### config.mk
export PLATFORM = sky130hd
export DESIGN_NAME = s208_z_window_monitor_flat
export DESIGN_NICKNAME = d
export VERILOG_FILES = /design/src/rtl/s208_z_window_monitor_if.sv /design/src/rtl/s208_z_window_monitor.sv /design/src/flat_wrapper.sv
export SDC_FILE = /design/constraint.sdc
export NUM_CORES = 1
export LEC_CHECK = 0
export ABC_AREA = 1
export CAP_MARGIN = 40
export CORE_ASPECT_RATIO = 2
export CORE_MARGIN = 2
export CORE_UTILIZATION = 54
export DETAILED_ROUTE_END_ITERATION = 12
export PLACE_DENSITY_LB_ADDON = 0.25
export SLEW_MARGIN = 10
export SYNTH_ARGS = -nofsm -noshare
export SYNTH_HDL_FRONTEND = slang
export SYNTH_SLANG_ARGS = --single-unit
### constraint.sdc
create_clock -name CK -period 2.1 [get_ports CK]
set_clock_uncertainty 0.2 [all_clocks]
set_input_delay 0.42 -clock CK [delete_from_list [all_inputs] [get_ports CK]]
set_output_delay 0.42 -clock CK [all_outputs]
set_load 0.05 [all_outputs]
### src/rtl/s208_z_window_monitor_if.sv
// ---------------------------------------------------------------------------
// s208_z_window_monitor_if
//   Record-drain handshake between the window monitor and the reliability-test
//   harness. The monitor is the master: it presents the FIFO head record and
//   the harness accepts it with Out_Ready.
//
//   Signals
//     Out_Valid   head record available
//     Out_Ready   consumer accepts head record
//     Out_ZCount  head record: Z pulses in window      (CNT_W bits)
//     Out_Len     head record: X-active cycles          (LEN_W bits)
//     Out_Parity  even parity over {ZCount,Len}; present only when
//                 S208_MON_PARITY_EN is defined
// ---------------------------------------------------------------------------
interface s208_z_window_monitor_if #(
  parameter int CNT_W = 8,
  parameter int LEN_W = 10
);
  logic             Out_Valid;
  logic             Out_Ready;
  logic [CNT_W-1:0] Out_ZCount;
  logic [LEN_W-1:0] Out_Len;
`ifdef S208_MON_PARITY_EN
  logic             Out_Parity;
`endif

  modport master (
    input  Out_Ready,
    output Out_Valid,
    output Out_ZCount,
    output Out_Len
`ifdef S208_MON_PARITY_EN
    ,
    output Out_Parity
`endif
  );

  modport slave (
    output Out_Ready,
    input  Out_Valid,
    input  Out_ZCount,
    input  Out_Len
`ifdef S208_MON_PARITY_EN
    ,
    input  Out_Parity
`endif
  );
endinterface

### src/rtl/s208_z_window_monitor.sv
// ---------------------------------------------------------------------------
// s208_z_window_monitor
//   Sequential stage behind the s208 combinational core. Per window it counts
//   X-qualified cycles (Len) and Z pulses (ZCount), both saturating. A window
//   closes on a rising W during an active cycle (record includes that cycle)
//   or on Clear with a non-empty window (record excludes the Clear cycle).
//   Closed records pass through one register stage and are then pushed into
//   a DEPTH-entry FIFO drained over a valid/ready handshake. A record that
//   finds the FIFO full (with no pop in the same cycle) is dropped and the
//   sticky Overflow flag is raised.
//
//   Ports
//     CK        clock, rising edge
//     Reset_N   synchronous reset, active low
//     X         core count-enable
//     Clear     core clear
//     Z         s208 Z output
//     W         s208 W output (window close strobe)
//     bus       record drain interface (master modport)
//     Overflow  sticky record-dropped flag
//
//   Optional feature macro: S208_MON_PARITY_EN
//     Adds Out_Parity on the interface, computed at push and stored per entry.
// ---------------------------------------------------------------------------
module s208_z_window_monitor #(
  parameter int CNT_W = 8,
  parameter int LEN_W = 10,
  parameter int DEPTH = 4
) (
  input  logic                            CK,
  input  logic                            Reset_N,
  input  logic                            X,
  input  logic                            Clear,
  input  logic                            Z,
  input  logic                            W,
  s208_z_window_monitor_if.master         bus,
  output logic                            Overflow
);

  localparam int PTR_W = (DEPTH > 1) ? $clog2(DEPTH) : 1;
  localparam logic [CNT_W-1:0] ZMAX = '1;
  localparam logic [LEN_W-1:0] LMAX = '1;
  localparam logic [PTR_W:0]   FULL_CNT = (PTR_W+1)'(DEPTH);

  function automatic logic [CNT_W-1:0] sat_inc_z(input logic [CNT_W-1:0] v);
    return (v == ZMAX) ? v : v + CNT_W'(1);
  endfunction

  function automatic logic [LEN_W-1:0] sat_inc_len(input logic [LEN_W-1:0] v);
    return (v == LMAX) ? v : v + LEN_W'(1);
  endfunction

  // Window counters and W history
  logic [CNT_W-1:0] r_zcnt;
  logic [LEN_W-1:0] r_len;
  logic             r_wq;

  logic             w_active;
  logic             w_wrise;
  logic             w_clr_close;
  logic             w_close;
  logic [CNT_W-1:0] w_zcnt_nxt;
  logic [LEN_W-1:0] w_len_nxt;
  logic [CNT_W-1:0] w_rec_z;
  logic [LEN_W-1:0] w_rec_l;

  always_comb begin
    w_active    = X & ~Clear;
    w_wrise     = w_active & W & ~r_wq;
    w_clr_close = Clear & (r_len != '0);
    w_close     = w_wrise | w_clr_close;
    w_len_nxt   = sat_inc_len(r_len);
    w_zcnt_nxt  = Z ? sat_inc_z(r_zcnt) : r_zcnt;
    // W close records this cycle's increments; Clear close records prior counts.
    w_rec_z     = w_wrise ? w_zcnt_nxt : r_zcnt;
    w_rec_l     = w_wrise ? w_len_nxt  : r_len;
  end

  always_ff @(posedge CK) begin
    if (!Reset_N) begin
      r_zcnt <= '0;
      r_len  <= '0;
      r_wq   <= 1'b0;
    end else begin
      r_wq <= W;
      if (Clear || w_wrise) begin
        r_zcnt <= '0;
        r_len  <= '0;
      end else if (w_active) begin
        r_zcnt <= w_zcnt_nxt;
        r_len  <= w_len_nxt;
      end
    end
  end

  // ---- stage p0: closed record register ----
  logic             r_rec_vld_p0;
  logic [CNT_W-1:0] r_rec_z_p0;
  logic [LEN_W-1:0] r_rec_l_p0;

  always_ff @(posedge CK) begin
    if (!Reset_N) r_rec_vld_p0 <= 1'b0;
    else          r_rec_vld_p0 <= w_close;
  end

  always_ff @(posedge CK) begin
    if (w_close) begin
      r_rec_z_p0 <= w_rec_z;
      r_rec_l_p0 <= w_rec_l;
    end
  end

  // ---- stage p1: record FIFO ----
  logic [CNT_W-1:0] r_mem_z [DEPTH];
  logic [LEN_W-1:0] r_mem_l [DEPTH];
  logic [PTR_W-1:0] r_wptr;
  logic [PTR_W-1:0] r_rptr;
  logic [PTR_W:0]   r_count;

  logic w_valid;
  logic w_full;
  logic w_pop;
  logic w_push;

  always_comb begin
    w_valid = (r_count != '0);
    w_full  = (r_count == FULL_CNT);
    w_pop   = w_valid & bus.Out_Ready;
    // A full FIFO still accepts when the head leaves in the same cycle.
    w_push  = r_rec_vld_p0 & (~w_full | w_pop);
  end

  always_ff @(posedge CK) begin
    if (!Reset_N) begin
      r_wptr   <= '0;
      r_rptr   <= '0;
      r_count  <= '0;
      Overflow <= 1'b0;
    end else begin
      if (w_push) r_wptr <= r_wptr + PTR_W'(1);
      if (w_pop)  r_rptr <= r_rptr + PTR_W'(1);
      case ({w_push, w_pop})
        2'b10:   r_count <= r_count + (PTR_W+1)'(1);
        2'b01:   r_count <= r_count - (PTR_W+1)'(1);
        default: r_count <= r_count;
      endcase
      if (r_rec_vld_p0 && !w_push) Overflow <= 1'b1;
    end
  end

  always_ff @(posedge CK) begin
    if (w_push) begin
      r_mem_z[r_wptr] <= r_rec_z_p0;
      r_mem_l[r_wptr] <= r_rec_l_p0;
    end
  end

  assign bus.Out_Valid  = w_valid;
  assign bus.Out_ZCount = w_valid ? r_mem_z[r_rptr] : '0;
  assign bus.Out_Len    = w_valid ? r_mem_l[r_rptr] : '0;

`ifdef S208_MON_PARITY_EN
  logic r_mem_p [DEPTH];
  logic w_rec_par;

  assign w_rec_par = ^{r_rec_z_p0, r_rec_l_p0};

  always_ff @(posedge CK) begin
    if (w_push) r_mem_p[r_wptr] <= w_rec_par;
  end

  assign bus.Out_Parity = w_valid ? r_mem_p[r_rptr] : 1'b0;
`endif

endmodule
### src/flat_wrapper.sv
// flat-port wrapper written by rule: the top's interface ports become plain ports
module s208_z_window_monitor_flat 
#(
  parameter int CNT_W = 8,
  parameter int LEN_W = 10,
  parameter int DEPTH = 4
)
  (CK, Reset_N, X, Clear, Z, W, Overflow, bus_Out_Ready, bus_Out_Valid, bus_Out_ZCount, bus_Out_Len);
  s208_z_window_monitor_if #(.CNT_W(CNT_W), .LEN_W(LEN_W)) bus_i ();
  input  logic CK;
  input  logic Reset_N;
  input  logic X;
  input  logic Clear;
  input  logic Z;
  input  logic W;
  output logic Overflow;
  input wire logic [$bits(bus_i.Out_Ready)-1:0] bus_Out_Ready;
  output wire logic [$bits(bus_i.Out_Valid)-1:0] bus_Out_Valid;
  output wire logic [$bits(bus_i.Out_ZCount)-1:0] bus_Out_ZCount;
  output wire logic [$bits(bus_i.Out_Len)-1:0] bus_Out_Len;
  assign bus_i.Out_Ready = bus_Out_Ready;
  assign bus_Out_Valid = bus_i.Out_Valid;
  assign bus_Out_ZCount = bus_i.Out_ZCount;
  assign bus_Out_Len = bus_i.Out_Len;
  s208_z_window_monitor #(.CNT_W(CNT_W), .LEN_W(LEN_W), .DEPTH(DEPTH)) u_core (.CK(CK), .Reset_N(Reset_N), .X(X), .Clear(Clear), .Z(Z), .W(W), .bus(bus_i), .Overflow(Overflow));
endmodule
==> flow_metrics.tcl, run 1 <==
set metrics [dict create \
    cts_hold_buf 0 \
    drive_gt1_frac 0.2026 \
    ys_seq_area_frac 0.6173 \
    fmax_mhz 447.7 \
    clkSinkCount 120 \
    violations "negative setup slack" \
    placed_cells 721 \
    holdCritPathClass "flip-flop to flip-flop" \
    cts_tree "built" \
    rows 51 \
    reg2reg_depth 11 \
    drc 0 \
    finish.instance_area_sq_um 6709 \
    worstPathMaxFanout 21 \
    rsz0062_at_grt "true" \
    drtPass1Iterations 5 \
    clock_latency_ps 400 \
    async_flop_share 0 \
    port_buffers 26 \
    slowest_stage "dfxtp_4" \
    peakVddDrop_mv 0.6215 \
    dieHeight_um 144.8 \
    die_area_sq_um 10770 \
    hpwl_mm 7.431 \
    wl_per_cell_um 15.07 \
    syn-num-nets 568 \
    final-hold-violation-count 0 \
    numCtsBuffers 17 \
    final-setup-viol-count 18 \
    coreArea_sq_um 9699 \
    syn_area_sq_um 5351 \
    tightest_slew_ps 438.8 \
    ys_warn_count 0 \
    hold_end "u_core.Overflow$_SDFFE_PN0P_" \
    outcome "finished with violations" \
    timing.rr.start "u_core.r_count[1]$_SDFFE_PN0P_" \
    place_area_sq_um 6018 \
    gp_routability_congestion 0.8772 \
    die_w_um 74.39 \
    fin_cells 754 \
    initial_core_util 0.5517 \
    powerDensity_nw_per_um2 1151 \
    layout_min_cycle_time_ps 2234 \
    cp.arrival_ps 1610 \
    cap_violations 0 \
    ys.flop_type "edfxtp_1" \
    criticalPathCategory "flip-flop to output pin" \
    holdWs_ps 279.6 \
    antenna_found_initial 0 \
    routed_via_density 5.357 \
    power.leakage_nw 2.635 \
    final_net_count 625 \
    dpl_worst_slack_ps -461.1 \
    endpoint_kind "output pin" \
    critPathMostFrequentCell "nor2_1" \
    min_path_cells 2 \
    synth_cells 552 \
    r2r_end "u_core.r_count[2]$_SDFFE_PN0P_" \
    grt_pass1_wl_mm 17.64 \
    htreeDepth 4 \
    clk_pin_slew_worst_paths_ps 50 \
    hold_start "u_core.Overflow$_SDFFE_PN0P_" \
    cts_buffer_depth 2 \
    num-fill-cells 732 \
    grt_pass1_vias 3866 \
    fin_ws_ps -133.8 \
    io_pins 27 \
    syn_avg_cell_area_sq_um 9.695 \
    synth_seq_cells 120 \
    vias 4039 \
    antenna_cells 0 \
    root_buffer "clkbuf_16" \
    fin_util 0.6917 \
    drv_slew 0 \
    final.period_utilization 1.064 \
    dr.first_iter.drc_count 203 \
    crit_chain "buf_12 > nor2_1 > nor2_1 > o21ai_1 > a21oi_2 > buf_6" \
    grt_max_degree 37 \
    grt_use_total 0.2223 \
    area_delta_synth_final_pct 25.37 \
    required_ps 1480 \
    reg2reg_slack_ps 130 \
    grt_overflow 0 \
    startpoint_type "flip-flop" \
    drtAntennaViolNets 0 \
    max_stage_delay_ps 410 \
    maxSlewHeadroom 0.7048 \
    synth_edf_count 90 \
    yosysUniqueCellTypes 32 \
    drt_wl_total_mm 11.36 \
]
## worst max path at each step
stage	from	to	slack (ps)	cells past startpoint
CTS	flip-flop	bus_Out_Len[4]	-140	6
finish	flip-flop	bus_Out_ZCount[4]	-130	6
floorplan	u_core.r_count[2]$_SDFFE_PN0P_	u_core.r_count[2]$_SDFFE_PN0P_	-30	11
global route	flip-flop	bus_Out_Len[9]	-190	6
detailed placement	bus_Out_Ready	u_core.r_count[2]$_SDFFE_PN0P_	-460	11
global placement	bus_Out_Ready	u_core.r_count[2]$_SDFFE_PN0P_	-380	11
## cells by family after synthesis
logic type,after synthesis,share of synthesized area
AOI/OAI and AO/OA,113,0.1115
xor gates and xnor gates,3,0.004911
adders and majority gates,9,0.02245
DFF,120,0.6173
and+or+nand+nor,228,0.1817
buffers and inverters,79,0.06219
## metrics by stage
step	setup TNS [ps]	total power, mW
3_3_place_gp	-9678	4.778
2_1_floorplan	-30.92	4.224
6_report	-1415	7.722
4_1_cts	-1982	7.750
5_1_grt	-3154	8.051
3_5_place_dp	-14340	4.841
## synthesized netlist by cell type (3+ instances only)
| cell type | instances | area share |
|---|---|---|
| a21oi_1 | 40 | 0.037 |
| a31oi_2 | 3 | 0.0070 |
| buf_2 | 9 | 0.0084 |
| clkbuf_1 | 5 | 0.0035 |
| dfxtp_1 | 30 | 0.11 |
| edfxtp_1 | 90 | 0.51 |
| ha_1 | 8 | 0.019 |
| inv_1 | 56 | 0.039 |
| inv_2 | 4 | 0.0028 |
| nand2_1 | 79 | 0.055 |
| nand3_1 | 26 | 0.024 |
| nand4_1 | 7 | 0.0082 |
| nor2_1 | 104 | 0.073 |
| nor2_2 | 4 | 0.0047 |
| o21ai_0 | 63 | 0.059 |
| o21ai_1 | 4 | 0.0037 |
## metal layers
metal / part of all wire / up-vias / wire [um] / track usage
li1: - / 1985 / - / -
met1: 0.37 / 1937 / 4182 / 0.2121
met2: 0.58 / 102 / 6565 / 0.4280
met3: 0.034 / 15 / 390 / 0.06025
met4: 0.019 / 0 / 221 / 0.08741
met5: 0 / - / 0 / 0
## power by group
part,internal [mW],switching (mW),leakage (nW),total (mW)
Combinational,0.759,1.42,1.28,2.17
Sequential,2.73,0.124,1.08,2.85
Clock,1.72,0.973,0.269,2.69
Total,5.21,2.51,2.64,7.72
## flip-flops by register name, summed over array words and instances (netlist names), named ones only
register / cells
u_core.r_mem_z: 32
u_core.r_count: 3
u_core.r_mem_l: 40
u_core.r_wptr: 2
u_core.r_rec_z_p0: 8
u_core.r_rptr: 2
u_core.r_len: 10
u_core.Overflow: 1
u_core.r_rec_vld_p0: 1
u_core.r_zcnt: 8
u_core.r_rec_l_p0: 10
u_core.r_wq: 1
## area by class of cell
| type | instances | area [sq um] | area share |
|---|---|---|---|
| clock buffer | 17 | 425.4 | 0.06341 |
| clock inverter | 15 | 136.4 | 0.02033 |
| inverter | 61 | 239.0 | 0.03562 |
| multi-input combinational | 353 | 1812 | 0.2700 |
| sequential | 120 | 3308 | 0.4931 |
| tap | 132 | 165.2 | 0.02462 |
| timing repair buffer | 56 | 623.1 | 0.09288 |
## timing repair
action	CTS	global route
resized for setup	34	17
cloned	0	0
pin swaps	3	3
endpoints found under the setup margin	19	19
setup buffers	0	1
## critical path: cells and delay by family (launching register included)
kind,cells,cell delay [ps]
DFF,1,410
and+or+nand+nor,2,170
AOI/OAI and AO/OA,2,270
buffers and inverters,2,350
## placed cells by master (no fill, tap or decap), types with 2 or more instances in the layout
master	count
nor2_1	103
edfxtp_1	90
nand2_1	77
inv_1	55
o21ai_0	47
dfxtp_1	28
nand3_1	26
a21oi_1	22
buf_4	22
o21ai_1	19
a21oi_2	18
buf_6	18
clkbuf_16	17
buf_12	9
ha_1	8
nand4_1	7
clkinv_2	6
clkdlybuf4s50_1	6
inv_2	4
clkinvlp_4	4
nand2_4	3
nor2_2	3
a31oi_2	3
nor2_4	2
clkinv_4	2
xnor2_1	2
nand2_2	2
o21ai_2	2
nand3_4	2
clkinv_1	2
bufinv_16	2
No activity file was read; power rests on OpenSTA's default activity.
==> run 2: changes to the inputs <==
- ABC_AREA: 1 -> default
- GPL_ROUTABILITY_DRIVEN: default -> 0
==> run 2 against run 1 <==
  * The flow still finishes with violations (negative setup slack)
  * Flip-flop and latch count unchanged
  * Fmax decreased by 11%
  * Setup slack got worse by 270 ps
  * Clock power is 13% higher
  * Total power grew 11%
  * Synthesized area decreased by 2.6%
  * Critical path type unchanged
==> flow_metrics.tcl, run 2 <==
set metrics [dict create \
    outcome "finished with violations" \
    violations "negative setup slack" \
    hold_start "u_core.Overflow$_SDFFE_PN0P_" \
    grt_max_degree 21 \
    yosysUniqueCellTypes 57 \
    r2r_end "u_core.r_count[2]$_SDFFE_PN0P_" \
    final.period_utilization 1.193 \
    reg_top3 "u_core.r_mem_l: 40 flops, u_core.r_mem_z: 32 flops" \
    routed_via_density 5.971 \
    grt_use_total 0.2220 \
    min_path_cells 2 \
    die_area_sq_um 10500 \
    powerDensity_nw_per_um2 1247 \
    criticalPathCategory "flip-flop to output pin" \
    regMostFlops "u_core.r_mem_l" \
    final_cell_mix "90 x edfxtp_1, 36 x buf_4, 26 x dfxtp_1" \
    htreeDepth 4 \
    startpoint_type "flip-flop" \
    numCtsBuffers 17 \
    die_w_um 73.47 \
    cts_hold_buf 0 \
    cp.arrival_ps 1890 \
    antenna_cells 0 \
    worstPathMaxFanout 5 \
    clock_latency_ps 400 \
    syn_area_sq_um 5211 \
    fmax_mhz 399.2 \
    grt_pass1_wl_mm 16.85 \
    grt_pass1_vias 3374 \
    rsz0062_at_grt "true" \
    io_pins 27 \
    initial_core_util 0.5553 \
    final-setup-viol-count 21 \
    drt_wl_total_mm 11.33 \
    placed_cells 510 \
    hpwl_mm 6.544 \
    peakVddDrop_mv 0.8213 \
    num-fill-cells 565 \
    clkSinkCount 120 \
    p_total_mw 8.580 \
    synth.largest_area_cell "edfxtp_1" \
    maxSlewHeadroom 0.6298 \
    drive_gt1_frac 0.3570 \
    synth_seq_cells 120 \
    syn_avg_cell_area_sq_um 14.36 \
    layout_min_cycle_time_ps 2505 \
    required_ps 1480 \
    area_delta_synth_final_pct 32.08 \
    cap_violations 0 \
    rows 50 \
    cts_buffer_depth 2 \
    ys.flop_type "edfxtp_1" \
    fin_ws_ps -405.1 \
    root_buffer "clkbuf_16" \
    synth_edf_count 90 \
    drc 0 \
    drv_slew 0 \
    finish.instance_area_sq_um 6883 \
    antenna_found_initial 0 \
    drtAntennaViolNets 0 \
    holdWs_ps 273.7 \
    power.leakage_nw 2.464 \
    grt_overflow 0 \
    ys_warn_count 0 \
    yosys-top-cells-count "90 x edfxtp_1, 30 x dfxtp_1, 26 x and2_1, 19 x a21oi_1, 18 x mux4_2" \
    timing.rr.start "u_core.r_count[1]$_SDFFE_PN0P_" \
    yosysMostFrequentCell "edfxtp_1" \
    finalSetupTns_ps -6057 \
    dpl_worst_slack_ps -557.6 \
    ys_seq_area_frac 0.6339 \
    final-hold-violation-count 0 \
    dr.first_iter.drc_count 206 \
    clk_pin_slew_worst_paths_ps 50 \
    endpoint_kind "output pin" \
    final_net_count 454 \
    fin_cells 555 \
    reg2reg_depth 10 \
    async_flop_share 0 \
    hold_end "u_core.Overflow$_SDFFE_PN0P_" \
    holdCritPathClass "flip-flop to flip-flop" \
    synthTopCellsByArea "edfxtp_1 52%, dfxtp_1 12%, mux4_2 7.8%" \
    reg2reg_slack_ps -210 \
    mostFrequentLayoutCell "edfxtp_1" \
    syn-num-nets 379 \
    synth_cells 363 \
    fin_util 0.7335 \
    place_area_sq_um 5883 \
    port_buffers 26 \
    wl_per_cell_um 20.41 \
    tightest_slew_ps 552.9 \
    vias 3314 \
    drtPass1Iterations 5 \
    cts_tree "built" \
    coreArea_sq_um 9384 \
    dieHeight_um 142.9 \
    yosysTopAreaCellShare 0.5186 \
    largest_reg_flops 40 \
]
## run 2: final cells by class
type / instances / area (sq um) / area share
repair buffers: 77 / 929.6 / 0.1351
well taps: 104 / 130.1 / 0.01891
clock inverters: 12 / 180.2 / 0.02618
multi-input cells: 208 / 1838 / 0.2670
inverters: 14 / 52.55 / 0.007635
flip-flops and latches: 120 / 3316 / 0.4817
clock buffers: 20 / 436.7 / 0.06344
## run 2: worst max path at each step
stage,slack [ps],end,cells past startpoint
after global placement,-500,u_core.r_count[2]$_SDFFE_PN0P_,10
after floorplan,-130,u_core.r_count[2]$_SDFFE_PN0P_,10
after CTS,-390,bus_Out_ZCount[7],5
after global routing,-440,bus_Out_Len[7],5
final,-410,bus_Out_Len[7],5
after detailed placement,-560,u_core.r_count[2]$_SDFFE_PN0P_,10
## run 2: cell families (layout without fill, tap and decap cells)
| family | count (synthesis) | after routing | share of synthesized area |
|---|---|---|---|
| xor+xnor | 12 | 12 | 0.02161 |
| fa+ha+maj | 9 | 9 | 0.02305 |
| buf+inv | 35 | 123 | 0.03097 |
| mux | 20 | 20 | 0.08187 |
| compound gates | 73 | 73 | 0.1008 |
| simple gates | 94 | 94 | 0.1078 |
| flops | 120 | 120 | 0.6339 |
## run 2: report_power, final
| part | switching (mW) | leakage (nW) | total (mW) | internal [mW] |
|---|---|---|---|---|
| clock | 0.950 | 0.302 | 3.03 | 2.08 |
| combinational | 1.32 | 1.08 | 2.72 | 1.40 |
| sequential | 0.116 | 1.08 | 2.83 | 2.72 |
| total | 2.39 | 2.46 | 8.58 | 6.19 |
## run 2: worst max-delay path: stages (launching register included)
cell and delay, ps:
dfxtp_4 390, buf_12 140, buf_16 120, mux4_2 520, and2_4 170, buf_8 140
## run 2: metal layers
layer / part of all wire / wire length, um / global-route usage / up-vias
met1: 0.34 / 3886 / 0.2185 / 1640
met2: 0.59 / 6660 / 0.4084 / 107
met4: 0.036 / 406 / 0.1072 / 0
li1: - / - / - / 1542
met3: 0.033 / 374 / 0.06140 / 25
met5: 0 / 0 / 0 / -
## run 2: repair_timing
action / in CTS / in global routing
hold endpoints to repair: 0 / 0
setup buffers: 5 / 4
endpoints found under the setup margin: 20 / 21
pin swaps: 12 / 14
gates resized for setup: 57 / 17
gates cloned: 3 / 2
